### config.mk
export PLATFORM = sky130hd
export DESIGN_NAME = sramlike_wbuf_bridge
export DESIGN_NICKNAME = d
export VERILOG_FILES = /design/src/rtl/sramlike_wbuf_bridge_pkg.sv /design/src/rtl/sramlike_wbuf_bridge_wbuf_fifo.sv /design/src/rtl/sramlike_wbuf_bridge.sv
export SDC_FILE = /design/constraint.sdc
export NUM_CORES = 1
export LEC_CHECK = 0
export ABC_CLOCK_PERIOD_IN_PS = 3200
export BUFFER_PORTS_ARGS = -buffer_cell sky130_fd_sc_hd__buf_2
export CORE_MARGIN = 1.5
export CORE_UTILIZATION = 54
export CTS_BUF_LIST = sky130_fd_sc_hd__clkbuf_8
export DETAILED_ROUTE_END_ITERATION = 8
export GPL_TIMING_DRIVEN = 0
export MAX_ROUTING_LAYER = met4
export PLACE_DENSITY = 0.82
export SETUP_SLACK_MARGIN = 0.5
export SLEW_MARGIN = 0
export SYNTH_ARGS = -nofsm -noshare
export SYNTH_HDL_FRONTEND = slang
export SYNTH_HIERARCHICAL = 1
export SYNTH_SLANG_ARGS = --single-unit
export TNS_END_PERCENT = 100
### constraint.sdc
create_clock -name clk -period 3.2 [get_ports clk]
set_input_delay 0.48 -clock clk [delete_from_list [all_inputs] [get_ports clk]]
set_output_delay 0.48 -clock clk [all_outputs]
set_load 0.05 [all_outputs]
### src/rtl/sramlike_wbuf_bridge_pkg.sv
// Shared types for the sram-like bridge: bus FSM states, size codes and the
// byte-enable to bus size/low-address mapping.
package sramlike_wbuf_bridge_pkg;

    typedef enum logic [2:0] {
        S_IDLE   = 3'd0,
        S_W_ADDR = 3'd1,
        S_W_DATA = 3'd2,
        S_R_ADDR = 3'd3,
        S_R_DATA = 3'd4
    } bus_state_e;

    localparam logic [1:0] SZ_BYTE = 2'd0;
    localparam logic [1:0] SZ_HALF = 2'd1;
    localparam logic [1:0] SZ_WORD = 2'd2;

    typedef struct packed {
        logic [1:0] size;
        logic [1:0] lo;
    } size_lo_t;

    // Irregular enable patterns fall back to a full word at the CPU address.
    function automatic size_lo_t wen2size(input logic [3:0] wen, input logic [1:0] a);
        size_lo_t r;
        r.size = SZ_WORD;
        r.lo   = a;
        case (wen)
            4'b0011: begin r.size = SZ_HALF; r.lo = 2'b00; end
            4'b1100: begin r.size = SZ_HALF; r.lo = 2'b10; end
            4'b0001: begin r.size = SZ_BYTE; r.lo = 2'b00; end
            4'b0010: begin r.size = SZ_BYTE; r.lo = 2'b01; end
            4'b0100: begin r.size = SZ_BYTE; r.lo = 2'b10; end
            4'b1000: begin r.size = SZ_BYTE; r.lo = 2'b11; end
            default: ;
        endcase
        return r;
    endfunction

endpackage

### src/rtl/sramlike_wbuf_bridge_wbuf_fifo.sv
// Synchronous FIFO holding posted writes; pointers wrap modulo DEPTH (power of two).
module sramlike_wbuf_bridge_wbuf_fifo #(
    parameter  int W     = 8,
    parameter  int DEPTH = 4,
    localparam int PTR_W = $clog2(DEPTH),
    localparam int CNT_W = PTR_W + 1
) (
    input  logic             clk,
    input  logic             rst,
    input  logic             push,
    input  logic             pop,
    input  logic [W-1:0]     din,
    output logic [W-1:0]     head,
    output logic             full,
    output logic             empty,
    output logic [CNT_W-1:0] count
);

    logic [W-1:0]     r_mem [DEPTH];
    logic [PTR_W-1:0] r_wptr;
    logic [PTR_W-1:0] r_rptr;
    logic [CNT_W-1:0] r_count;
    logic             w_push;
    logic             w_pop;

    assign w_push = push & ~full;
    assign w_pop  = pop & ~empty;

    always_ff @(posedge clk or negedge rst) begin
        if (!rst) begin
            r_wptr  <= '0;
            r_rptr  <= '0;
            r_count <= '0;
        end else begin
            if (w_push) r_wptr <= r_wptr + PTR_W'(1);
            if (w_pop)  r_rptr <= r_rptr + PTR_W'(1);
            case ({w_push, w_pop})
                2'b10:   r_count <= r_count + CNT_W'(1);
                2'b01:   r_count <= r_count - CNT_W'(1);
                default: ;
            endcase
        end
    end

    always_ff @(posedge clk) begin
        if (w_push) r_mem[r_wptr] <= din;
    end

    assign head  = r_mem[r_rptr];
    assign full  = (r_count == CNT_W'(DEPTH));
    assign empty = (r_count == '0);
    assign count = r_count;

endmodule

### src/rtl/sramlike_wbuf_bridge.sv
// CPU sram-style port to sram-like bus bridge with optional posted-write buffer
// and a global-stall hold so a finished access is never reissued.
module sramlike_wbuf_bridge
    import sramlike_wbuf_bridge_pkg::*;
#(
    parameter int ADDR_W     = 32,
    parameter int DATA_W     = 32,
    parameter int WBUF_DEPTH = 4,
    parameter int WBUF_EN    = 1
) (
    input  logic                clk,
    input  logic                rst,
    input  logic                cpu_en,
    input  logic [DATA_W/8-1:0] cpu_wen,
    input  logic [ADDR_W-1:0]   cpu_addr,
    input  logic [DATA_W-1:0]   cpu_wdata,
    output logic [DATA_W-1:0]   cpu_rdata,
    output logic                cpu_stall,
    input  logic                longest_stall,
    output logic                req,
    output logic                wr,
    output logic [1:0]          size,
    output logic [ADDR_W-1:0]   addr,
    output logic [DATA_W-1:0]   wdata,
    input  logic [DATA_W-1:0]   rdata,
    input  logic                addr_ok,
    input  logic                data_ok,
    output logic                wbuf_empty
);

    localparam int ENT_W = ADDR_W + 2 + DATA_W;
    localparam int CNT_W = $clog2(WBUF_DEPTH) + 1;

    bus_state_e r_state, w_state_nx;

    logic              r_done;
    logic [DATA_W-1:0] r_rdata;
    logic              r_wr;
    logic [1:0]        r_size;
    logic [ADDR_W-1:0] r_addr;
    logic [DATA_W-1:0] r_wdata;

    logic              w_is_wr;
    size_lo_t          w_map;
    logic [ADDR_W-1:0] w_cpu_baddr;
    logic [1:0]        w_cpu_size;
    logic              w_pend_rd;
    logic              w_pend_uwr;
    logic              w_push;
    logic              w_rd_done;
    logic              w_uwr_done;
    logic              w_accept;

    logic [ENT_W-1:0]  w_head;
    logic              w_full;
    logic              w_empty;
    logic [CNT_W-1:0]  w_count;
    logic [ADDR_W-1:0] w_hd_addr;
    logic [1:0]        w_hd_size;
    logic [DATA_W-1:0] w_hd_wdata;

    logic              w_load;
    logic              w_ld_wr;
    logic [1:0]        w_ld_size;
    logic [ADDR_W-1:0] w_ld_addr;
    logic [DATA_W-1:0] w_ld_wdata;

    assign w_is_wr     = |cpu_wen;
    assign w_map       = wen2size(cpu_wen, cpu_addr[1:0]);
    assign w_cpu_baddr = w_is_wr ? {cpu_addr[ADDR_W-1:2], w_map.lo} : cpu_addr;
    assign w_cpu_size  = w_is_wr ? w_map.size : SZ_WORD;

    // r_done masks the request the CPU keeps presenting while the pipeline is frozen.
    assign w_pend_rd  = cpu_en & ~w_is_wr & ~r_done;
    assign w_pend_uwr = (WBUF_EN == 0) & cpu_en & w_is_wr & ~r_done;
    assign w_push     = (WBUF_EN != 0) & cpu_en & w_is_wr & ~w_full & ~r_done;
    assign w_rd_done  = (r_state == S_R_DATA) & data_ok;
    assign w_uwr_done = (WBUF_EN == 0) & (r_state == S_W_DATA) & data_ok;
    assign w_accept   = w_push | w_rd_done | w_uwr_done;

    generate
        if (WBUF_EN != 0) begin : g_wbuf
            sramlike_wbuf_bridge_wbuf_fifo #(
                .W     (ENT_W),
                .DEPTH (WBUF_DEPTH)
            ) u_fifo (
                .clk   (clk),
                .rst   (rst),
                .push  (w_push),
                .pop   ((r_state == S_W_DATA) & data_ok),
                .din   ({w_cpu_baddr, w_cpu_size, cpu_wdata}),
                .head  (w_head),
                .full  (w_full),
                .empty (w_empty),
                .count (w_count)
            );
        end else begin : g_nowbuf
            assign w_head  = '0;
            assign w_full  = 1'b0;
            assign w_empty = 1'b1;
            assign w_count = '0;
        end
    endgenerate

    assign {w_hd_addr, w_hd_size, w_hd_wdata} = w_head;

    always_ff @(posedge clk or negedge rst) begin
        if (!rst) r_state <= S_IDLE;
        else      r_state <= w_state_nx;
    end

    // Buffered writes always win over a new access so reads never pass older writes.
    always_comb begin
        w_state_nx = r_state;
        w_load     = 1'b0;
        w_ld_wr    = 1'b1;
        w_ld_size  = w_hd_size;
        w_ld_addr  = w_hd_addr;
        w_ld_wdata = w_hd_wdata;
        case (r_state)
            S_IDLE: begin
                if (!w_empty) begin
                    w_state_nx = S_W_ADDR;
                    w_load     = 1'b1;
                end else if (w_pend_rd) begin
                    w_state_nx = S_R_ADDR;
                    w_load     = 1'b1;
                    w_ld_wr    = 1'b0;
                    w_ld_size  = SZ_WORD;
                    w_ld_addr  = cpu_addr;
                    w_ld_wdata = cpu_wdata;
                end else if (w_pend_uwr) begin
                    w_state_nx = S_W_ADDR;
                    w_load     = 1'b1;
                    w_ld_size  = w_cpu_size;
                    w_ld_addr  = w_cpu_baddr;
                    w_ld_wdata = cpu_wdata;
                end
            end
            S_W_ADDR: if (addr_ok) w_state_nx = S_W_DATA;
            S_W_DATA: if (data_ok) w_state_nx = S_IDLE;
            S_R_ADDR: if (addr_ok) w_state_nx = S_R_DATA;
            S_R_DATA: if (data_ok) w_state_nx = S_IDLE;
            default:  w_state_nx = S_IDLE;
        endcase
    end

    always_ff @(posedge clk or negedge rst) begin
        if (!rst) begin
            r_wr    <= 1'b0;
            r_size  <= SZ_BYTE;
            r_addr  <= '0;
            r_wdata <= '0;
        end else if (w_load) begin
            r_wr    <= w_ld_wr;
            r_size  <= w_ld_size;
            r_addr  <= w_ld_addr;
            r_wdata <= w_ld_wdata;
        end
    end

    always_ff @(posedge clk or negedge rst) begin
        if (!rst)               r_done <= 1'b0;
        else if (!longest_stall) r_done <= 1'b0;
        else if (w_accept)      r_done <= 1'b1;
    end

    always_ff @(posedge clk or negedge rst) begin
        if (!rst)           r_rdata <= '0;
        else if (w_rd_done) r_rdata <= rdata;
    end

    assign req        = (r_state == S_W_ADDR) | (r_state == S_R_ADDR);
    assign wr         = r_wr;
    assign size       = r_size;
    assign addr       = r_addr;
    assign wdata      = r_wdata;
    assign cpu_rdata  = w_rd_done ? rdata : r_rdata;
    assign cpu_stall  = cpu_en & ~r_done & ~w_accept;
    assign wbuf_empty = (w_count == '0);

endmodule

-- Word level (Yosys, flattened, before mapping)
Memory sizes are Yosys's and may differ from the RTL's.
Cells that the tools add are included.
- output and inout bits: 102
- bits in writable memories: 264
- input bits: 106
- logic and storage cells: 87
- memories: 1
- register bits: 110
- multiplexer cells: 30
- reduce and logical (&&, ||, !) cells: 6
- equality and inequality tests: 18
- add/subtract/negate cells: 4
- bitwise operators: 18
- memories (memory ; words ; width ; read ports ; clocked after memory_dff ; write ports ; line ; text):
    g_wbuf.u_fifo.r_mem ; 4 ; 66 ; 1 ; 0 ; 1 ; sramlike_wbuf_bridge_wbuf_fifo.sv:19 ; logic [W-1:0] r_mem [DEPTH];
- operators with widths (cell ; number):
    $mux W32 ; 7
    $pmux W4 S6 ; 1
    $mux W3 ; 5
    $pmux W3 S4 ; 1
    $and A1 B1 Y1 ; 11
    $mux W1 ; 10
    $mux W2 ; 5
    $eq A4 B2 Y1 const B ; 2
    $eq A4 B4 Y1 const B ; 2
    $eq A3 B2 Y1 const B ; 2
    $eq A3 B3 Y1 const B ; 2
    $logic_not A3 Y1 ; 2
    $pmux W3 S2 ; 1
    $not A1 Y1 ; 5
    $add A2 B1 Y2 const B ; 2
    $eq A4 B1 Y1 const B ; 1
    $eq A4 B3 Y1 const B ; 1
    $ne A2 B1 Y1 const B ; 2
    $ne A2 B2 Y1 const B ; 2
    $reduce_and A4 Y1 ; 1
    $reduce_or A4 Y1 ; 1
    $add A3 B1 Y3 const B ; 1
    $eq A3 B1 Y1 const B ; 1
    $ne A3 B3 Y1 const B ; 1
    6 further kinds ; 7

-- Logic depth before layout (Yosys ltp)
- word-level depth: 7
- depth in mapped cells: 13
- gate-level depth less buffers: 10

-- Modules after synthesis
The synthesis kept the hierarchy.
- modules (own cells, without submodules) (module ; cells each ; seq. area each (um^2) ; times used ; area an instance (um^2)):
    sramlike_wbuf_bridge_wbuf_fifo ; 383 ; 8102.8 ; 1 ; 9959.6
    sramlike_wbuf_bridge ; 571 ; 2577.5 ; 1 ; 5604.1

-- Worst setup path after synthesis
OpenSTA, ideal clock, no wires.
- path type: input -> register
- start: in cpu_en
- end: mem g_wbuf.u_fifo/r_mem[0][0] in the netlist's numbering, enable pin
- required time: 2.769 ns
- stages: 7
- slack: -0.343 ns
- buffers on the path: 3
- library setup time: 0.431 ns
- data arrival time: 3.112 ns
- path through: nand2b_1 > clkbuf_1 > clkbuf_1 > clkbuf_1 > nor3_1 > nor2b_1 > and2_1
- cells in the longest elaborated chain, start to end: 6
- RTL lines (item ; line ; text):
    start, declared ; sramlike_wbuf_bridge.sv:13 ; input logic cpu_en,
    $and A1 B1 Y1 (3 in a row) ; sramlike_wbuf_bridge.sv:76 ; assign w_push = (WBUF_EN != 0) & cpu_en & w_is_wr & ~w_full & ~r_done;
    via w_push ; sramlike_wbuf_bridge.sv:49 ; logic w_push;
    $and A1 B1 Y1 ; sramlike_wbuf_bridge_wbuf_fifo.sv:26 ; assign w_push = push & ~full;
    $mux W1 ; sramlike_wbuf_bridge_wbuf_fifo.sv:46 ; if (w_push) r_mem[r_wptr] <= din;
    $mux W1 (implied by the code) ; sramlike_wbuf_bridge_wbuf_fifo.sv:46 ;
    end, declared ; sramlike_wbuf_bridge_wbuf_fifo.sv:19 ;
The timed path passes the listed nets, and every way through them passes these cells.

-- Worst setup path in the final report
- start: reg r_state[1]
- end: out cpu_rdata[18]
- cells in the longest elaborated chain, start to end: 3
- RTL lines (item ; line ; text):
    start, declared ; sramlike_wbuf_bridge.sv:34 ; bus_state_e r_state, w_state_nx;
    start signal, assigned ; sramlike_wbuf_bridge.sv:109 ; else r_state <= w_state_nx;
    $eq A3 B3 Y1 ; sramlike_wbuf_bridge.sv:77 ; assign w_rd_done = (r_state == S_R_DATA) & data_ok;
    $and A1 B1 Y1 ; sramlike_wbuf_bridge.sv:77 ;
    $mux W32 ; sramlike_wbuf_bridge.sv:178 ; assign cpu_rdata = w_rd_done ? rdata : r_rdata;
    end, declared ; sramlike_wbuf_bridge.sv:17 ; output logic [DATA_W-1:0] cpu_rdata,
No other way between the ends.

==> flow_summary.json <==
{
  "grt_max_degree": 85,
  "die_y_um": 172.8,
  "synth-edff-count": 264,
  "place.gp.congestion": 0.8083,
  "clk-insertion-delay-late_ps": 600,
  "worst-path-buf-inv": 4,
  "skew_ps": 22.31,
  "synthArstFlopShare": 0.2941,
  "avgSynthCellArea_um2": 16.31,
  "ant_nets": 0,
  "grt_overflow_total": 0,
  "rsz0062_at_grt": "true",
  "hold_violations": 0,
  "die_w_um": 172.8,
  "timing.final.crit_share": 0.8500,
  "antenna_found_initial": 3,
  "endpoint_kind": "output port",
  "drive_above_1_share": 0.3563,
  "crit_family": "buffers and inverters",
  "synth-seq-cells": 374,
  "max_freq_mhz": 367.6,
  "worstRegToRegCells": 7,
  "ys.flop_type": "edfxtp_1",
  "portBuffers": 207,
  "synth_top_area_frac": 0.5094,
  "synth_most_common_cell": "edfxtp_1",
  "finish.instance_area_mm2": 0.01910,
  "seq_area_mm2": 0.01068,
  "vias": 10100,
  "wl_per_cell_um": 23.14,
  "rrSetupSlack_ps": 590,
  "coreArea_mm2": 0.02809,
  "drt_wl_total_mm": 38.76,
  "clock-sinks": 374,
  "cts_buffers": 58,
  "setup_viol": 0,
  "grt_pass1_vias": 10550,
  "relSlewSlack": 0.4323,
  "grt_usage": 0.2667,
  "final_nets": 1357,
  "clockRootBuffer": "clkbuf_8",
  "drc_errors": 0,
  "clockBufferDepth": 3,
  "dp.cells": 1544,
  "hold_depth": 1,
  "post-route-util": 0.6800,
  "fillerInstances": 1963,
  "p_per_area_mw_per_mm2": 1050,
  "cp-start-kind": "flip-flop",
  "final_cells": 1675,
  "ys_seq_area_frac": 0.6862,
  "netlist_instances": 954,
  "path_cells": "clkbuf_8, nor2_4, and3_4, clkbuf_16, buf_12, mux2_2, buf_6",
  "htreeDepth": 2,
  "hp-class": "in -> reg",
  "finalPower_mw": 20.05,
  "cpPeakStageDelay_ps": 380,
  "grt_pass1_wl_mm": 59.21,
  "vdd.ir_drop.worst_uv": 721.7,
  "vias_per_cell": 6.028,
  "drtIter0Drc": 1098,
  "initial_core_util": 0.5541,
  "placed_area_mm2": 0.01723,
  "syn_area_mm2": 0.01556,
  "synthesis.nets": 1066,
  "synth.distinct_cells": 40,
  "hold_ws_ps": 103.9,
  "die_area_mm2": 0.02985,
  "path_depth": 7,
  "synth_area_leaders": "edfxtp_1 (51%), dfrtp_1 (18%), mux4_2 (9.6%), a211oi_1 (3.1%), nor2b_1 (2.7%)",
  "cp_max_fo": 10,
  "critPathArrivalTime_ps": 2240,
  "worst_ep_required_time_ps": 2720,
  "clkTransAtPathRegs_ps": 70,
  "cp_slowest_cell": "dfrtp_1",
  "slew_violations": 0,
  "synthToLayoutAreaGrowth_pct": 22.72,
  "io_pins": 208,
  "ys_warn_count": 6,
  "min_period_ps": 2720,
  "yosysTopAreaCell": "edfxtp_1",
  "synthTopCellsByCount": "edfxtp_1 (264), dfrtp_1 (110), mux4_2 (66), nor2b_1 (66), o22ai_1 (66)",
  "rows": 61,
  "cts_tree": "done",
  "worstMarginPinSlew_ps": 843.8,
  "drt_pass1_iterations": 5,
  "outcome": "finished clean",
  "multi_input_area_mm2": 0.004592,
  "crit_type": "reg -> out",
  "dp_hpwl_mm": 23.92,
  "max_cap_viol_count": 0,
  "leakagePower_nw": 6.931
}
-- per-stage QoR --
step | setup TNS, ps | setup slack (ps)
after floorplan | 0 | 365.3
after global placement | -255990 | -989.2
after detailed placement | -58810 | -413.1
after CTS | 0 | 441.6
after global routing | 0 | 415.2
final | 0 | 479.8
-- worst register-to-register path, delay by kind of cell (launching register included) --
family / cells / cell delay [ps]
buffers and inverters: 3 / 930
and+or+nand+nor: 2 / 640
DFF: 1 / 500
AOI/OAI and AO/OA: 2 / 410
-- area by class of cell --
| type | instances | share of cell area |
|---|---|---|
| Inverter | 12 | 0.002358 |
| Tap cell | 378 | 0.02476 |
| Buffer | 79 | 0.02732 |
| Timing Repair Buffer | 228 | 0.08221 |
| Clock inverter | 42 | 0.01500 |
| Multi-Input combinational cell | 492 | 0.2404 |
| Antenna cell | 3 | 0.0003931 |
| Sequential cell | 374 | 0.5593 |
| Clock buffer | 67 | 0.04828 |
-- report_power, final --
part	total, mW	switching [mW]	internal, mW
registers	7.12	0.665	6.45
clock network	4.07	1.83	2.24
logic	8.87	5.67	3.20
-- sequential cells by signal, indices dropped and copies added, names as in the netlist --
signal / cells
addr: 32
r_rdata: 32
g_wbuf.u_fifo/count: 3
size: 2
g_wbuf.u_fifo/r_rptr: 2
g_wbuf.u_fifo/r_mem: 264
r_state: 3
wdata: 32
r_done: 1
wr: 1
g_wbuf.u_fifo/r_wptr: 2
-- repair_timing --
| item | in CTS | in global routing |
|---|---|---|
| buffers inserted | 13 | 1 |
| hold buffers | 1 | 0 |
| cloned | 4 | 0 |
| setup endpoints to repair | 363 | 58 |
| gates resized for setup | 114 | 31 |
| hold endpoints to repair | 26 | 0 |
| pin swaps | 5 | 2 |
-- routing by layer --
layer	track usage	share of wire	up-vias
li1	-	-	4375
met1	0.3491	0.39	5054
met2	0.4267	0.50	566
met3	0.04705	0.086	102
met4	0.09094	0.024	0
met5	-	0	-
-- cells by family after synthesis --
group,count (synthesis),share of synthesized area
AOI/OAI and AO/OA,146,0.06440
adders and majority gates,6,0.005306
and+or+nand+nor,230,0.09060
buffers and inverters,91,0.02958
DFF,374,0.6862
muxes,99,0.1194
xor gates and xnor gates,8,0.004502
-- placed cells by master (no fill, tap or decap), types with 3 or more instances in the layout --
cell | Yosys | final
edfxtp_1 | 264 | 264
buf_2 | 8 | 180
dfrtp_1 | 110 | 109
clkbuf_8 | 0 | 69
o22ai_1 | 66 | 66
mux4_2 | 66 | 66
nor2b_1 | 66 | 65
nor4_1 | 65 | 65
nand2b_1 | 65 | 65
a211oi_1 | 64 | 64
clkbuf_1 | 54 | 43
buf_6 | 6 | 29
inv_1 | 12 | 28
mux2_4 | 0 | 22
buf_4 | 4 | 19
clkinv_2 | 0 | 16
mux2_2 | 33 | 11
buf_8 | 0 | 10
nor2_1 | 8 | 7
buf_12 | 3 | 6
o21ai_0 | 6 | 6
clkbuf_2 | 0 | 5
clkinv_1 | 0 | 5
ha_1 | 5 | 5
buf_16 | 0 | 5
nand2_1 | 4 | 4
xnor2_1 | 4 | 4
nor3_1 | 6 | 4
buf_1 | 4 | 4
xor2_1 | 4 | 4
bufinv_16 | 0 | 4
and2_4 | 0 | 4
diode_2 | 0 | 3
clkbuf_16 | 0 | 3
and2_2 | 0 | 3
-- worst paths after layout --
| kind | to | start |
|---|---|---|
| min in group asynchronous | wdata[24] | rst |
| worst max register to register | wdata[26] | g_wbuf.u_fifo/count[0] |
| max in group asynchronous | addr[17] | rst |
| worst min-delay path | g_wbuf.u_fifo/r_mem[3][42] | cpu_addr[8] |
| worst max-delay path | cpu_rdata[18] | r_state[1] |
| worst min register to register | r_rdata[12] | r_rdata[12] |
Power figures use the tool's default switching activity.
